$ cat src/rtl/tinyalu_pkg.sv
// Shared TinyALU definitions: opcode encoding and opcode classification.
// No latency or flow control of its own; used by the command master.
package tinyalu_pkg;

    typedef enum logic [2:0] {
        no_op  = 3'b000,
        add_op = 3'b001,
        and_op = 3'b010,
        xor_op = 3'b011,
        mul_op = 3'b100,
        rst_op = 3'b111
    } operation_t;

    // True for opcodes that start the ALU and wait for alu_done.
    function automatic logic needs_alu(input logic [2:0] op);
        return (op == add_op) || (op == and_op) || (op == xor_op) || (op == mul_op);
    endfunction

endpackage

$ cat src/rtl/alu_wdog_counter.sv
// Wait-cycle watchdog: counts enabled cycles, flags the LIMIT-th one combinationally.
// Single-cycle clear; no backpressure, expired holds the count until cleared.
module alu_wdog_counter #(
    parameter int LIMIT = 16
) (
    input  logic clk,
    input  logic reset,
    input  logic clear,
    input  logic enable,
    output logic expired
);

    localparam int W = $clog2(LIMIT + 1);
    localparam logic [W-1:0] LAST = W'(LIMIT - 1);

    logic [W-1:0] cnt_q, cnt_d;

    assign expired = enable && (cnt_q == LAST);

    always_comb begin
        cnt_d = cnt_q;
        if (clear) begin
            cnt_d = '0;
        end else if (enable && !expired) begin
            cnt_d = cnt_q + W'(1);
        end
    end

    always_ff @(posedge clk) begin
        if (reset) begin
            cnt_q <= '0;
        end else begin
            cnt_q <= cnt_d;
        end
    end

endmodule

$ cat src/rtl/alu_cmd_master.sv
// One-outstanding-command master for TinyALU; response d+2 cycles after accept (2 no_op, 3 rst_op).
// Holds the response until rsp_ready; accepts a new command only in IDLE.
module alu_cmd_master
    import tinyalu_pkg::*;
#(
    parameter int TIMEOUT = 16
) (
    input  logic        clk,
    input  logic        reset,
    input  logic        cmd_valid,
    output logic        cmd_ready,
    input  logic [2:0]  cmd_op,
    input  logic [7:0]  cmd_a,
    input  logic [7:0]  cmd_b,
    output logic        rsp_valid,
    input  logic        rsp_ready,
    output logic [15:0] rsp_result,
    output logic [2:0]  rsp_op,
    output logic        rsp_err,
    output logic        alu_start,
    output logic [2:0]  alu_op,
    output logic [7:0]  alu_a,
    output logic [7:0]  alu_b,
    input  logic        alu_done,
    input  logic [15:0] alu_result,
    output logic        alu_reset_n
);

    typedef enum logic [2:0] {IDLE, ISSUE, WAIT_DONE, ALU_RST, RESP} state_t;

    state_t      state_q, state_d;
    logic [2:0]  op_q, op_d;
    logic [7:0]  a_q, a_d;
    logic [7:0]  b_q, b_d;
    logic [15:0] result_q, result_d;
    logic        err_q, err_d;
    logic        rst_cnt_q, rst_cnt_d;
    logic        alu_rst_n_q;
    logic        wdog_expired;

    alu_wdog_counter #(.LIMIT(TIMEOUT)) u_wdog (
        .clk     (clk),
        .reset   (reset),
        .clear   (state_q == ISSUE),
        .enable  (state_q == WAIT_DONE),
        .expired (wdog_expired)
    );

    assign cmd_ready   = (state_q == IDLE) && !reset;
    assign rsp_valid   = (state_q == RESP);
    assign rsp_result  = result_q;
    assign rsp_op      = op_q;
    assign rsp_err     = err_q;
    assign alu_start   = (state_q == ISSUE) || (state_q == WAIT_DONE);
    // Illegal encodings behave as no_op towards the ALU but are echoed raw on rsp_op.
    assign alu_op      = needs_alu(op_q) ? op_q : 3'(no_op);
    assign alu_a       = a_q;
    assign alu_b       = b_q;
    assign alu_reset_n = alu_rst_n_q && (state_q != ALU_RST);

    always_comb begin
        state_d   = state_q;
        op_d      = op_q;
        a_d       = a_q;
        b_d       = b_q;
        result_d  = result_q;
        err_d     = err_q;
        rst_cnt_d = rst_cnt_q;
        case (state_q)
            IDLE: begin
                if (cmd_valid) begin
                    op_d      = cmd_op;
                    a_d       = cmd_a;
                    b_d       = cmd_b;
                    result_d  = '0;
                    err_d     = 1'b0;
                    rst_cnt_d = 1'b0;
                    state_d   = (cmd_op == rst_op) ? ALU_RST : ISSUE;
                end
            end
            ISSUE: begin
                state_d = needs_alu(op_q) ? WAIT_DONE : RESP;
            end
            WAIT_DONE: begin
                // alu_done takes priority over a simultaneous timeout.
                if (alu_done) begin
                    result_d = alu_result;
                    err_d    = 1'b0;
                    state_d  = RESP;
                end else if (wdog_expired) begin
                    result_d = '0;
                    err_d    = 1'b1;
                    state_d  = RESP;
                end
            end
            ALU_RST: begin
                rst_cnt_d = 1'b1;
                if (rst_cnt_q) begin
                    state_d = RESP;
                end
            end
            RESP: begin
                if (rsp_ready) begin
                    state_d = IDLE;
                end
            end
            default: state_d = IDLE;
        endcase
    end

    always_ff @(posedge clk) begin
        if (reset) begin
            state_q     <= IDLE;
            op_q        <= 3'(no_op);
            a_q         <= '0;
            b_q         <= '0;
            result_q    <= '0;
            err_q       <= 1'b0;
            rst_cnt_q   <= 1'b0;
            alu_rst_n_q <= 1'b0;
        end else begin
            state_q     <= state_d;
            op_q        <= op_d;
            a_q         <= a_d;
            b_q         <= b_d;
            result_q    <= result_d;
            err_q       <= err_d;
            rst_cnt_q   <= rst_cnt_d;
            alu_rst_n_q <= 1'b1;
        end
    end

endmodule
$ cat config.mk
export PLATFORM = sky130hd
export DESIGN_NAME = alu_cmd_master
export DESIGN_NICKNAME = d
export VERILOG_FILES = /design/src/rtl/tinyalu_pkg.sv /design/src/rtl/alu_wdog_counter.sv /design/src/rtl/alu_cmd_master.sv
export SDC_FILE = /design/constraint.sdc
export NUM_CORES = 1
export LEC_CHECK = 0
export ABC_AREA = 1
export BUFFER_PORTS_ARGS = -buffer_cell sky130_fd_sc_hd__clkbuf_2
export CAP_MARGIN = 20
export CELL_PAD_IN_SITES_DETAIL_PLACEMENT = 1
export CELL_PAD_IN_SITES_GLOBAL_PLACEMENT = 1
export CORE_ASPECT_RATIO = 0.75
export CORE_MARGIN = 4
export CORE_UTILIZATION = 35
export CTS_CLUSTER_SIZE = 24
export DETAILED_ROUTE_END_ITERATION = 12
export PLACE_DENSITY_LB_ADDON = 0.1
export SLEW_MARGIN = 20
export SYNTH_ARGS = -nofsm -noshare
export SYNTH_HDL_FRONTEND = slang
export SYNTH_SLANG_ARGS = --single-unit
$ cat constraint.sdc
create_clock -name clk -period 3.49 [get_ports clk]
set_input_delay 0.1745 -clock clk [delete_from_list [all_inputs] [get_ports clk]]
set_output_delay 0.1745 -clock clk [all_outputs]
set_load 0.01 [all_outputs]
* Word-level counts from Yosys, hierarchy flattened *
Cells that the tools add are included.

word-level totals
  register bits after elaboration = 46
  input port bits = 40
  output and inout port bits = 43

cells by class
  add/sub/neg operators = 1
  eq/ne operators = 15
  multiplexer cells = 19
  reductions and logical operators = 18

operator list
  kind                                                                      count
  16-bit 2-to-1 mux                                                         3
  16-bit case mux with 2 select lines                                       1
  3-bit 2-to-1 mux                                                          7
  3-bit case mux with 5 select lines                                        1
  3-bit by 2-bit equality test with 1-bit output (second input constant)    4
  3-bit equality test (second input constant)                               3
  3-bit by 1-bit equality test with 1-bit output (second input constant)    2
  5-bit by 1-bit adder with 5-bit output (second input constant)            1
  5-bit by 4-bit equality test with 1-bit output (second input constant)    1
  1-bit logical AND                                                         4
  1-bit logical OR                                                          4
  1-bit 2-to-1 mux                                                          4
  2-bit inequality test (second input constant)                             2
  1-bit case mux with 2 select lines                                        2
  2-bit AND reduction                                                       2
  4-bit AND reduction                                                       1
  2-bit nonzero test                                                        2
  3-bit zero test                                                           1
  3-bit by 2-bit inequality test with 1-bit output (second input constant)  1
  3-bit inequality test (second input constant)                             1
  3-bit AND reduction                                                       1
  1-bit zero test                                                           2
  2-bit 2-to-1 mux                                                          1
  2-bit by 1-bit inequality test with 1-bit output (second input constant)  1
  2-bit OR reduction                                                        1

* Depth between registers and ports, before layout *
  depth in word-level cells = 6
  gate-level depth with buffers = 10
  gate-level depth less buffers = 9

* Hierarchy *
Synthesis repeated with hierarchy kept, for this count alone.

unflattened totals
  cell total of the unflattened synthesis = 256
  area total of the unflattened synthesis = 1963.1 µm²

by module, submodules not included
  module            times used  cells an instance  area an instance (µm²)  seq. area each (µm²)
  alu_cmd_master    1           218                1679.1                  820.8
  alu_wdog_counter  1           38                 284.0                   100.1

* Least setup slack after synthesis *
OpenSTA, ideal clock, no wires.

  path kind = register -> register
  start = register u_wdog.cnt_q[0]
  end = register err_q (netlist: rsp_err)
  setup time = 115 ps
  data arrival time = 1450 ps
  required time = 3375 ps
  slack = 1925 ps
  cell stages (with the launch flop) = 10
  period minus slack after synthesis = 1565 ps
  cells stage by stage = dfxtp_1 -> ha_1 -> nand2_1 -> nor2_1 -> ha_1 -> inv_1 -> nand4_4 -> buf_4 -> a21oi_1 -> nor2_1

between the ends
  cells in the longest elaborated chain, start to end = 4

ends and longest elaborated chain
  element                                         RTL line                text
  start, declared                                 alu_wdog_counter.sv:16  logic [W-1:0] cnt_q, cnt_d;
  start signal, assigned                          alu_wdog_counter.sv:33  cnt_q <= cnt_d;
  5-bit by 4-bit equality test with 1-bit output  alu_wdog_counter.sv:18  assign expired = enable && (cnt_q == LAST);
  1-bit logical AND                               alu_wdog_counter.sv:18
  3-bit inequality test (no source line)          --
  3-bit AND reduction (no source line)            --
  end signal, assigned                            alu_cmd_master.sv:127   err_q <= err_d;
  end, declared                                   alu_cmd_master.sv:36    logic err_q, err_d;

No other way between the ends.
A chain may end at the register's enable or synchronous reset.

* Final worst setup path *
  start = register u_wdog.cnt_q[0]
  end = register result_q[3] (netlist: rsp_result[3])

between the ends
  cells in the longest elaborated chain, start to end = 4

ends and longest elaborated chain
  element                                         RTL line                text
  5-bit by 4-bit equality test with 1-bit output  alu_wdog_counter.sv:18
  1-bit logical AND                               alu_wdog_counter.sv:18
  3-bit inequality test (no source line)          --
  3-bit AND reduction (no source line)            --
  end signal, assigned                            alu_cmd_master.sv:126   result_q <= result_d;
  end, declared                                   alu_cmd_master.sv:35    logic [15:0] result_q, result_d;

No other way between the ends.

==> flow_summary_export.csv <==
group,metric,value,unit
hold_path,holdPathStages,2,
clocking,cts_max_level,2,
global_routing,grt_first_pass_wirelength,9059,um
global_routing,grt-ovfl-total,0,
synthesis,synth_nets,330,
floorplan,fp.dieH,74.53,um
routing,vias_per_cell,4.792,
global_routing,grt_pass1_vias,1971,
global_routing,grt_max_degree,40,
floorplan,ios,83,
clocking,hold_buffers,0,
routing,wl_per_cell,12.49,um
sta,hold_violations,0,
synthesis,ys_ff_latch,46,
sta,fin_crit_sh,0.5512,
power_and_ir_drop,cellLeakagePower,0.001253,uW
setup_path,crit_path_end_kind,"register",
cells_and_area,area_growth,24.53,%
setup_path,critical-path-slowest-cell,"nand4_4",
routing,firstDrtPassIters,4,
place,post-dp-hpwl,4008,um
synthesis,yosysSeqAreaShare,0.4458,
cells_and_area,diodes,0,
sta,max_slew_margin,0.5770,
cells_and_area,multi_input_area,918.4,sq um
cells_and_area,fin_nets,404,
job,maxCapViolCount,0,
hold_path,min_path_type,"in2reg",
clocking,clock-root-buffer,"clkbuf_8",
power_and_ir_drop,power-per-cell-area,864.2,mW/mm^2
clocking,cts_tree,"built",
setup_path,r2r_cells,8,
setup_path,cp_max_fo,36,
setup_path,critPathLaunchType,"register",
floorplan,rows,23,
outcome,outcome,"completed",
sta,fin_setup_tns,0,ns
floorplan,die_width,96.71,um
place,gp_congestion,0.7245,
setup_path,cp.arrival,2.12,ns
clocking,clock_sinks,46,
synthesis,post_synth_num_cell_types,24,
setup_path,crit_type,"reg2reg",
setup_path,required,3.68,ns
sta,rsz0062_at_grt,"false",
setup_path,cpPeakStageDelay,0.43,ns
floorplan,core,0.005525,sq mm
sta,slew_violations,0,
global_routing,grt_use_total,0.1527,
power_and_ir_drop,vdd_drop_max,0.2211,mV
sta,worst_pin_slew,0.6337,ns
synthesis,syn_inst,288,
cells_and_area,drive_above_1_share,0.2818,
setup_path,path_cells,"ha_1 > nand2_1 > nor2_1 > ha_1 > inv_1 > nand4_4 > a21oi_1 > nor2_1",
clocking,cts_setup_buffers,0,
clocking,ctsResizeCount,0,
clocking,cts_buffer_depth,2,
cells_and_area,fill_cells,762,
routing,drt_iter0_drc,51,
floorplan,die_area,0.007208,sq mm
synthesis,ys_warn_count,0,
cells_and_area,register_area,920.9,sq um
sta,fin_skew,0.004767,ns
sta,period_minus_slack,1.924,ns
clocking,path_clk_slew,0.08,ns
global_routing,antenna_found_initial,0,
power_and_ir_drop,total_power,2223,uW
synthesis,syn_area,0.002066,sq mm
sta,fmax,0.5198,GHz
synthesis,syn_avg_cell_area,7.173,sq um
clocking,clkLatencyLatePin,0.30,ns
routing,drc_errors,0,
routing,postRouteAntennaNets,0,
floorplan,initial_core_util,0.3739,
routing,num_vias,2094,
place,io_buffers,82,
routing,totalWireLength,5457,um
clocking,numCtsBuffers,5,
sta,finalSetupViolCount,0,
power breakdown:
part	total, uW	internal [uW]	leakage [uW]	switching [uW]
logic	1060	391	0.000830	670
clock network	310	135	0.0000438	176
registers	852	726	0.000379	126
total	2220	1250	0.00125	971
kinds of logic (layout without fill, tap and decap cells):
logic type / count (synthesis) / count (layout) / share of synthesized area
AO/OA/AOI/OAI: 68 / 68 / 0.1648
buffers and inverters: 53 / 127 / 0.1121
adder cells (fa/ha/maj): 2 / 2 / 0.01211
flip-flops: 46 / 46 / 0.4458
AND/OR/NAND/NOR: 119 / 119 / 0.2653
flip-flops by register name, indices dropped and copies added, names as in the netlist:
signal	count
rsp_err	1
u_wdog.cnt_q	5
alu_rst_n_q	1
rst_cnt_q	1
state_q	3
alu_a	8
alu_b	8
rsp_result	16
rsp_op	3
metrics by stage:
step	cells	instance area, sq um	hold slack (ns)	setup WS, ns	utilization
finish	437	2572	0.08504	1.566	0.4656
global route	437	2572	0.09251	1.400	0.4656
CTS	437	2572	0.07816	1.554	0.4656
detailed placement	430	2494	0.4015	1.578	0.4513
global placement	430	2489	0.4009	1.394	0.4504
floorplan	288	2066	0.2436	1.925	-
per-layer routing:
metal	track usage	wire length, um	up-vias
met1	0.1923	2612	960
met2	0.2584	2536	45
met3	0.04311	237	7
met4	0.04829	70	0
met5	0	0	-
li1	-	-	1082
synth_stat cells:
library cell,count,area [sq um]
a21oi_1,45,225.2
buf_2,4,20.02
buf_4,3,22.52
buf_6,2,22.52
clkbuf_1,7,26.28
clkbuf_2,1,5.000
dfxtp_1,46,920.9
ha_1,2,25.02
inv_1,33,123.9
inv_2,3,11.26
nand2_1,36,135.1
nand2_2,2,12.51
nand3_1,39,195.2
nand3b_1,1,7.510
nand3b_2,1,11.26
nand4_1,1,6.260
nand4_4,1,21.27
nor2_1,33,123.9
nor2_2,2,12.51
nor2_4,1,11.26
nor3_1,1,5.000
o21ai_0,22,110.1
o21ai_1,1,5.000
or2_0,1,6.260
worst paths after layout:
check / startpoint / end / slack [ns]
worst max-delay path: u_wdog.cnt_q[0] / rsp_result[3] / 1.57
worst min register to register: alu_b[7] / alu_b[7] / 0.45
worst max register to register: u_wdog.cnt_q[0] / rsp_result[3] / 1.57
worst min-delay path: reset / state_q[0] / 0.09
layout make-up:
| class | instances | share of cell area |
|---|---|---|
| inverters | 36 | 0.05253 |
| flip-flops and latches | 46 | 0.3580 |
| well taps | 75 | 0.03648 |
| clock inverters | 2 | 0.003891 |
| multi-input cells | 189 | 0.3570 |
| repair buffers | 84 | 0.1654 |
| clock buffers | 5 | 0.02675 |
critical path: cells and delay by family (launching register included):
family                     cells  cell delay (ns)
adders and majority gates      2             0.42
buffers and inverters          1             0.12
AOI/OAI and AO/OA              1             0.32
and+or+nand+nor                4             0.61
DFF                            1             0.34
cell usage in the layout (no fill, tap or decap), drive strengths merged:
| master | count |
|---|---|
| dfxtp | 46 |
| nand3b | 2 |
| nand4 | 2 |
| inv | 36 |
| a21oi | 45 |
| buf | 2 |
| nor3 | 1 |
| nor2 | 36 |
| ha | 2 |
| clkbuf | 87 |
| nand2 | 38 |
| clkinv | 2 |
| nand3 | 39 |
| or2 | 1 |
| o21ai | 23 |
(Power assumes the default switching activity.)
